$ cat src/rtl/solo_squash_io_ctrl_if.sv
// Pad-side signal bundle of the solo squash I/O controller.
// The master modport is the board/pad side; the slave modport is the controller.
interface solo_squash_io_ctrl_if;
  localparam int unsigned NBTN = 4;
  localparam int unsigned NOEB = 6;

  logic            ext_reset_n;
  logic [NBTN-1:0] buttons_n_in;
  logic            game_reset;
  logic [NBTN-1:0] buttons_n_out;
  logic [NBTN-1:0] press;
  logic [NOEB-1:0] oeb;
  logic            running;

  modport master (
    output ext_reset_n, buttons_n_in,
    input  game_reset, buttons_n_out, press, oeb, running
  );

  modport slave (
    input  ext_reset_n, buttons_n_in,
    output game_reset, buttons_n_out, press, oeb, running
  );
endinterface

$ cat src/rtl/solo_squash_io_ctrl.sv
// Solo squash I/O controller: external reset release sequencing, output-enable
// gating, and per-button synchronise/debounce with press-pulse generation.
module solo_squash_io_ctrl #(
  parameter int unsigned RESET_HOLD      = 16,
  parameter int unsigned DEBOUNCE_CYCLES = 250000
) (
  input  logic                 clk,
  input  logic                 reset,
  solo_squash_io_ctrl_if.slave io
);
  localparam int unsigned NBTN = 4;
  localparam int unsigned NOEB = 6;
  localparam int unsigned HW   = (RESET_HOLD > 1) ? $clog2(RESET_HOLD) : 1;
  localparam int unsigned DW   = (DEBOUNCE_CYCLES > 1) ? $clog2(DEBOUNCE_CYCLES) : 1;
  localparam logic [HW-1:0] HOLD_LAST = HW'(RESET_HOLD - 1);
  localparam logic [DW-1:0] DB_LAST   = DW'(DEBOUNCE_CYCLES - 1);

  typedef enum logic {ST_ASSERT = 1'b0, ST_RUN = 1'b1} state_e;

  state_e          state_q, state_d;
  logic [HW-1:0]   hcnt_q, hcnt_d;
  logic            ext_s1_q, ext_s1_d;
  logic            ext_sync_q, ext_sync_d;
  logic [NBTN-1:0] btn_s1_q, btn_s1_d;
  logic [NBTN-1:0] btn_sync_q, btn_sync_d;
  logic [NBTN-1:0] stable_q, stable_d;
  logic [DW-1:0]   dcnt_q [NBTN];
  logic [DW-1:0]   dcnt_d [NBTN];
  logic [NBTN-1:0] press_q, press_d;
  logic            game_reset_q, game_reset_d;
  logic [NOEB-1:0] oeb_q, oeb_d;
  logic            running_q, running_d;
  logic            run_d;

  // Synchronisers and the reset-release FSM
  always_comb begin
    ext_s1_d   = io.ext_reset_n;
    ext_sync_d = ext_s1_q;
    btn_s1_d   = io.buttons_n_in;
    btn_sync_d = btn_s1_q;
    state_d    = state_q;
    hcnt_d     = hcnt_q;
    case (state_q)
      ST_ASSERT: begin
        if (!ext_sync_q) begin
          hcnt_d = '0;
        end else if (hcnt_q == HOLD_LAST) begin
          state_d = ST_RUN;
          hcnt_d  = '0;
        end else begin
          hcnt_d = hcnt_q + HW'(1);
        end
      end
      ST_RUN: begin
        if (!ext_sync_q) begin
          state_d = ST_ASSERT;
          hcnt_d  = '0;
        end
      end
    endcase
  end

  // Debounce: a change is accepted only after DEBOUNCE_CYCLES consecutive differing samples
  always_comb begin
    stable_d = stable_q;
    for (int i = 0; i < NBTN; i++) begin
      dcnt_d[i] = '0;
      if (btn_sync_q[i] != stable_q[i]) begin
        if (dcnt_q[i] == DB_LAST) begin
          stable_d[i] = btn_sync_q[i];
        end else begin
          dcnt_d[i] = dcnt_q[i] + DW'(1);
        end
      end
    end
  end

  // Outputs registered from next state so they line up with the state flop
  always_comb begin
    run_d        = (state_d == ST_RUN);
    game_reset_d = !run_d;
    running_d    = run_d;
    oeb_d        = run_d ? {NOEB{1'b0}} : {NOEB{1'b1}};
    press_d      = stable_q & ~stable_d & {NBTN{run_d}};
  end

  always_ff @(posedge clk) begin
    if (reset) begin
      state_q      <= ST_ASSERT;
      hcnt_q       <= '0;
      ext_s1_q     <= 1'b0;
      ext_sync_q   <= 1'b0;
      btn_s1_q     <= {NBTN{1'b1}};
      btn_sync_q   <= {NBTN{1'b1}};
      stable_q     <= {NBTN{1'b1}};
      for (int i = 0; i < NBTN; i++) dcnt_q[i] <= '0;
      press_q      <= '0;
      game_reset_q <= 1'b1;
      oeb_q        <= {NOEB{1'b1}};
      running_q    <= 1'b0;
    end else begin
      state_q      <= state_d;
      hcnt_q       <= hcnt_d;
      ext_s1_q     <= ext_s1_d;
      ext_sync_q   <= ext_sync_d;
      btn_s1_q     <= btn_s1_d;
      btn_sync_q   <= btn_sync_d;
      stable_q     <= stable_d;
      for (int i = 0; i < NBTN; i++) dcnt_q[i] <= dcnt_d[i];
      press_q      <= press_d;
      game_reset_q <= game_reset_d;
      oeb_q        <= oeb_d;
      running_q    <= running_d;
    end
  end

  assign io.game_reset    = game_reset_q;
  assign io.buttons_n_out = stable_q;
  assign io.press         = press_q;
  assign io.oeb           = oeb_q;
  assign io.running       = running_q;
endmodule
$ cat src/flat_wrapper.sv
// flat-port wrapper written by rule: the top's interface ports become plain ports
module solo_squash_io_ctrl_flat 
#(
  parameter int unsigned RESET_HOLD      = 16,
  parameter int unsigned DEBOUNCE_CYCLES = 250000
)
  (clk, reset, io_ext_reset_n, io_buttons_n_in, io_game_reset, io_buttons_n_out, io_press, io_oeb, io_running);
  solo_squash_io_ctrl_if io_i ();
  input  logic clk;
  input  logic reset;
  input wire logic [$bits(io_i.ext_reset_n)-1:0] io_ext_reset_n;
  input wire logic [$bits(io_i.buttons_n_in)-1:0] io_buttons_n_in;
  output wire logic [$bits(io_i.game_reset)-1:0] io_game_reset;
  output wire logic [$bits(io_i.buttons_n_out)-1:0] io_buttons_n_out;
  output wire logic [$bits(io_i.press)-1:0] io_press;
  output wire logic [$bits(io_i.oeb)-1:0] io_oeb;
  output wire logic [$bits(io_i.running)-1:0] io_running;
  assign io_i.ext_reset_n = io_ext_reset_n;
  assign io_i.buttons_n_in = io_buttons_n_in;
  assign io_game_reset = io_i.game_reset;
  assign io_buttons_n_out = io_i.buttons_n_out;
  assign io_press = io_i.press;
  assign io_oeb = io_i.oeb;
  assign io_running = io_i.running;
  solo_squash_io_ctrl #(.RESET_HOLD(RESET_HOLD), .DEBOUNCE_CYCLES(DEBOUNCE_CYCLES)) u_core (.clk(clk), .reset(reset), .io(io_i));
endmodule
$ cat config.mk
export PLATFORM = sky130hd
export DESIGN_NAME = solo_squash_io_ctrl_flat
export DESIGN_NICKNAME = d
export VERILOG_FILES = /design/src/rtl/solo_squash_io_ctrl_if.sv /design/src/rtl/solo_squash_io_ctrl.sv /design/src/flat_wrapper.sv
export SDC_FILE = /design/constraint.sdc
export NUM_CORES = 1
export LEC_CHECK = 0
export BUFFER_PORTS_ARGS = -buffer_cell sky130_fd_sc_hd__buf_2
export CAP_MARGIN = 10
export CORE_MARGIN = 3
export CORE_UTILIZATION = 36
export DETAILED_ROUTE_END_ITERATION = 7
export PLACE_DENSITY = 0.58
export SLEW_MARGIN = 15
export SYNTH_ARGS = -nofsm -noshare
export SYNTH_HDL_FRONTEND = slang
export SYNTH_SLANG_ARGS = --single-unit
export TNS_END_PERCENT = 100
$ cat constraint.sdc
create_clock -name clk -period 6.3 [get_ports clk]
set_input_delay 1.26 -clock clk [delete_from_list [all_inputs] [get_ports clk]]
set_output_delay 1.26 -clock clk [all_outputs]
set_load 0.005 [all_outputs]
Word level (Yosys, flattened, before mapping)
Memories as Yosys holds them, arrays and structs flattened. Cells that the tools add are included.

Register bits after elaboration: 30. Memory bits (writable): 72. Output and inout port bits: 16. Logic and storage cells: 67. Memories: 1.

Add/sub/neg operators: 5. Equal/unequal tests: 10. Multiplexer cells: 32. Bitwise gates (word level): 8. Reductions and logical operators: 1.

Memories: u_core.dcnt_q (words 4, width 18, rd ports 4, clocked after memory_dff 0, wr ports 4, line solo_squash_io_ctrl.sv:27) `logic [DW-1:0] dcnt_q [NBTN];`.

Operators by type and width (count): 18-bit 2-to-1 mux (12); 18-bit by 1-bit adder with 18-bit output (second input constant) (4); 18-bit == test (second input constant) (4); 1-bit 2-to-1 mux (14); 4-bit 2-to-1 mux (3); 4-bit AND (2); 4-bit one-hot mux with 2 select lines (1); 6-bit 2-to-1 mux (1); 4-bit by 1-bit adder with 4-bit output (second input constant) (1); 4-bit == test (second input constant) (1); 1-bit != test (4); 4-bit NOT (1); 1-bit OR (4); 2-bit != test (second input constant) (1); 1-bit one-hot mux with 2 select lines (1); 1-bit logical NOT (1); 1-bit NOT (1).

Longest topological paths before layout
Depth in word-level cells: 6. Mapped depth: 6. Gate-level depth less buffers: 5.

Least setup slack after synthesis
No wires, ideal clock.

Kind: input-to-reg. Start: in reset. End: mem u_core.dcnt_q[0][10] (netlist name). Library setup time: 0.128 ns. Arrival time: 2.154 ns. Path slack: 4.018 ns. Cell stages on the path: 5. Cell sequence: clkbuf_1 > nor2_1 > o21ai_1 > clkbuf_1 > nor2_1.

RTL lines: start: declaration (line flat_wrapper.sv:10) `input logic reset;`; end: declaration (line solo_squash_io_ctrl.sv:27).

==> results.py <==
metrics = {
    "synthesis": {
        "ys_types": 42,
        "synthesis.nets": 468,
        "synth_warnings": 0,
        "ys_async_sr_fraction_pct": 0,
        "ys_seq_area_share_pct": 46.9,
        "synth-seq-cells": 96,
        "ys.flop_type": "dfxtp_1",
        "syn_area_um2": 4100,
        "netlist_instances": 456,
        "synth-edff-count": 0,
        "avgSynthCellArea_um2": 8.98,
    },
    "timing": {
        "tns_ps": 0,
        "slew_violations": 0,
        "finalHoldViolCount": 0,
        "fmax_mhz": 447,
        "fin_skew_ps": 7.53,
        "setup_viol": 0,
        "fin_crit_sh_pct": 35.5,
        "hold_slack_ps": 411,
        "period_needed_ps": 2240,
        "rsz0062_at_grt": "no",
        "slew_headroom_pct": 54.7,
        "tightest_slew_ps": 680,
    },
    "pwr": {
        "p_switching_w": 0.000230,
        "peakVddDrop_uv": 184,
        "p_sw_share_pct": 20.1,
        "power.total_w": 0.00115,
        "p_leak_nw": 1.40,
        "pwr_density_cell_nw_per_um2": 250,
        "p_seq_share_pct": 53.5,
        "p_clk_share_pct": 45.3,
        "p_int_w": 0.000916,
        "combPwrFrac_pct": 1.2,
    },
    "routing": {
        "drtPass1Iterations": 4,
        "wl_per_cell_um": 12.3,
        "postRouteAntennaNets": 0,
        "viasPerCell": 4.95,
        "drc": 0,
        "drt_wl_total_um": 7550,
        "drtIter0Drc": 129,
        "vias": 3052,
    },
    "clock_tree": {
        "clkTransAtPathRegs_ps": 70,
        "cts_max_path_buffers": 2,
        "ctsHoldBuffers": 0,
        "cts-root-buf": "clkbuf_16",
        "clk-insertion-delay-late_ps": 340,
        "postCtsSetupBuffers": 0,
        "cts_made_buffers": 9,
        "cts_tree": "yes",
        "cts_htree_levels": 3,
        "cts.sinks": 96,
        "cts_resized": 0,
    },
    "worst_setup_path": {
        "worstPathArrival_ps": 2460,
        "setup.worst_path.class": "in -> reg",
        "ff2ff_setup_slack_ps": 4150,
        "crit_required_ps": 6530,
        "crit_path_start_kind": "input port",
        "critPathMaxStageDelay_ps": 400,
        "path_cells": "buf_2 > nand2b_1 > or2_2 > nor4b_1",
        "cp-end-kind": "flop",
        "cp_max_fo": 23,
        "crit_slowest_cell": "or2_2",
    },
    "cells_and_area": {
        "register_area_um2": 1920,
        "final_cells": 616,
        "area_growth_pct": 11.9,
        "drive_above_1_share_pct": 11.8,
        "diodes": 0,
        "n_fill_cell": 1098,
        "nets": 483,
        "multiInputGateArea_um2": 2050,
        "fin_util_pct": 41.7,
    },
    "floorplanning": {
        "die_w_um": 113,
        "core_um2": 11000,
        "dieHeight_um": 113,
        "ios": 23,
        "initial_utilization_pct": 37.3,
        "die_area_um2": 12700,
        "num_rows": 38,
    },
    "global_routing": {
        "grt_usage_pct": 12.5,
        "grtUsageMet3_pct": 3.83,
        "grt_pass1_vias": 2898,
        "use_met1_pct": 16.0,
        "grt_max_degree": 24,
        "grt_overflow_total": 0,
        "grt-busiest-layer": "met2",
        "gr-usage-met2_pct": 20.1,
        "grt_pass1_wl_um": 13200,
        "antenna_found_initial": 0,
    },
    "run_status": {
        "status": "finished clean",
    },
    "place": {
        "gp_congestion": 0.803,
        "port_buffers": 22,
        "dp.cells": 600,
        "post-dp-hpwl_um": 5230,
    },
    "job": {
        "max_cap_violations": 0,
    },
    "hold_path": {
        "hold_path.class": "reg -> reg",
    },
}
## worst max-delay path: cells and delay by family
family / cells / cell delay [ps]
and+or+nand+nor: 3 / 980
buffers and inverters: 1 / 210
## synth_stat cells (3+ instances only)
cell type   n  area share (%)
ha_1        5             1.5
xnor2_1    46             9.8
nand4_1    22             3.4
clkbuf_1   11             1.0
nor4_1     19             2.9
o21ai_0     4            0.49
o21ai_1     3            0.37
nand2_1    16             1.5
a21oi_1     8            0.98
and3_1      4            0.61
dfxtp_1    96              47
and4_1      5             1.1
nor3_1     12             1.5
or2_2      11             1.7
or3_1       5            0.76
nor2b_1     3            0.46
xor2_1     16             3.4
nand3_1    28             3.4
inv_1      11             1.0
or4_1       7             1.3
mux2i_1     4            0.98
nand2b_1    4            0.61
nor2_1     87             8.0
buf_4       7             1.3
## stage by stage
stage	instance area, µm²	worst slack [ps]
2_1_floorplan	4100	4020
3_3_place_gp	4290	3600
3_5_place_dp	4290	3620
4_1_cts	4570	3750
5_1_grt	4580	3890
6_report	4580	4060
## sequential cells by signal, indices dropped and copies added, names as in the netlist
register / flops
u_core.dcnt_q: 72
u_core.btn_s1_q: 4
u_core.btn_sync_q: 4
u_core.hcnt_q: 4
u_core.io.buttons_n_out: 4
u_core.io.press: 4
u_core.ext_s1_q: 1
u_core.ext_sync_q: 1
u_core.io.oeb: 1
u_core.state_q: 1
## metal layers
layer	part of all wire, %	vias up	wire length [µm]
li1	-	1604	-
met1	49	1409	3700
met2	47	33	3540
met3	3.2	6	240
met4	0.93	0	70
met5	0	-	0
## placed cells by master (no fill, tap or decap), types with 11 or more instances in the layout
cell and n:
dfxtp_1 96, nor3_1 12, nor2_1 87, nor4_1 19, xnor2_1 46, inv_1 11
xor2_1 16, nand4_1 22, buf_2 22, nand2_1 16, nand3_1 28, or2_2 11
## final timing paths
kind / start / depth (start not counted) / endpoint
worst max-delay path: reset / 4 / u_core.io.press[0]$_SDFF_PP0_
worst min-delay path: u_core.btn_s1_q[0]$_SDFF_PP1_ / 1 / u_core.btn_sync_q[0]$_SDFF_PP1_
worst max register to register: u_core.dcnt_q[1][0]$_SDFF_PP0_ / 5 / u_core.dcnt_q[1][16]$_SDFF_PP0_
worst min register to register: u_core.btn_s1_q[0]$_SDFF_PP1_ / 1 / u_core.btn_sync_q[0]$_SDFF_PP1_
## layout make-up
| class | instances | share of cell area, % |
|---|---|---|
| clock buffers | 14 | 5.98 |
| clock inverters | 2 | 0.273 |
| inverters | 11 | 0.901 |
| multi-input cells | 331 | 44.7 |
| flip-flops and latches | 96 | 41.9 |
| well taps | 140 | 3.82 |
| repair buffers | 22 | 2.40 |
## power by group through the flow
| stage | Combinational [W] | Sequential, W | Clock (W) |
|---|---|---|---|
| after global routing | 0.0000153 | 0.000613 | 0.000561 |
| after floorplan | 0.00000929 | 0.000626 | 0 |
| after detailed placement | 0.0000135 | 0.000627 | 0 |
| after CTS | 0.0000135 | 0.000613 | 0.000537 |
| after global placement | 0.0000134 | 0.000627 | 0 |
| final | 0.0000134 | 0.000613 | 0.000519 |
## cell families (layout without fill, tap and decap cells)
kind of cell | Yosys count | in the layout | synth area share (%)
DFF | 96 | 96 | 46.9
AOI/OAI and AO/OA | 24 | 24 | 3.79
adders and majority gates | 5 | 5 | 1.53
xor gates and xnor gates | 62 | 62 | 13.3
and+or+nand+nor | 236 | 236 | 30.2
buffers and inverters | 29 | 49 | 3.30
muxes | 4 | 4 | 0.978
No activity file was read; power rests on OpenSTA's default activity.
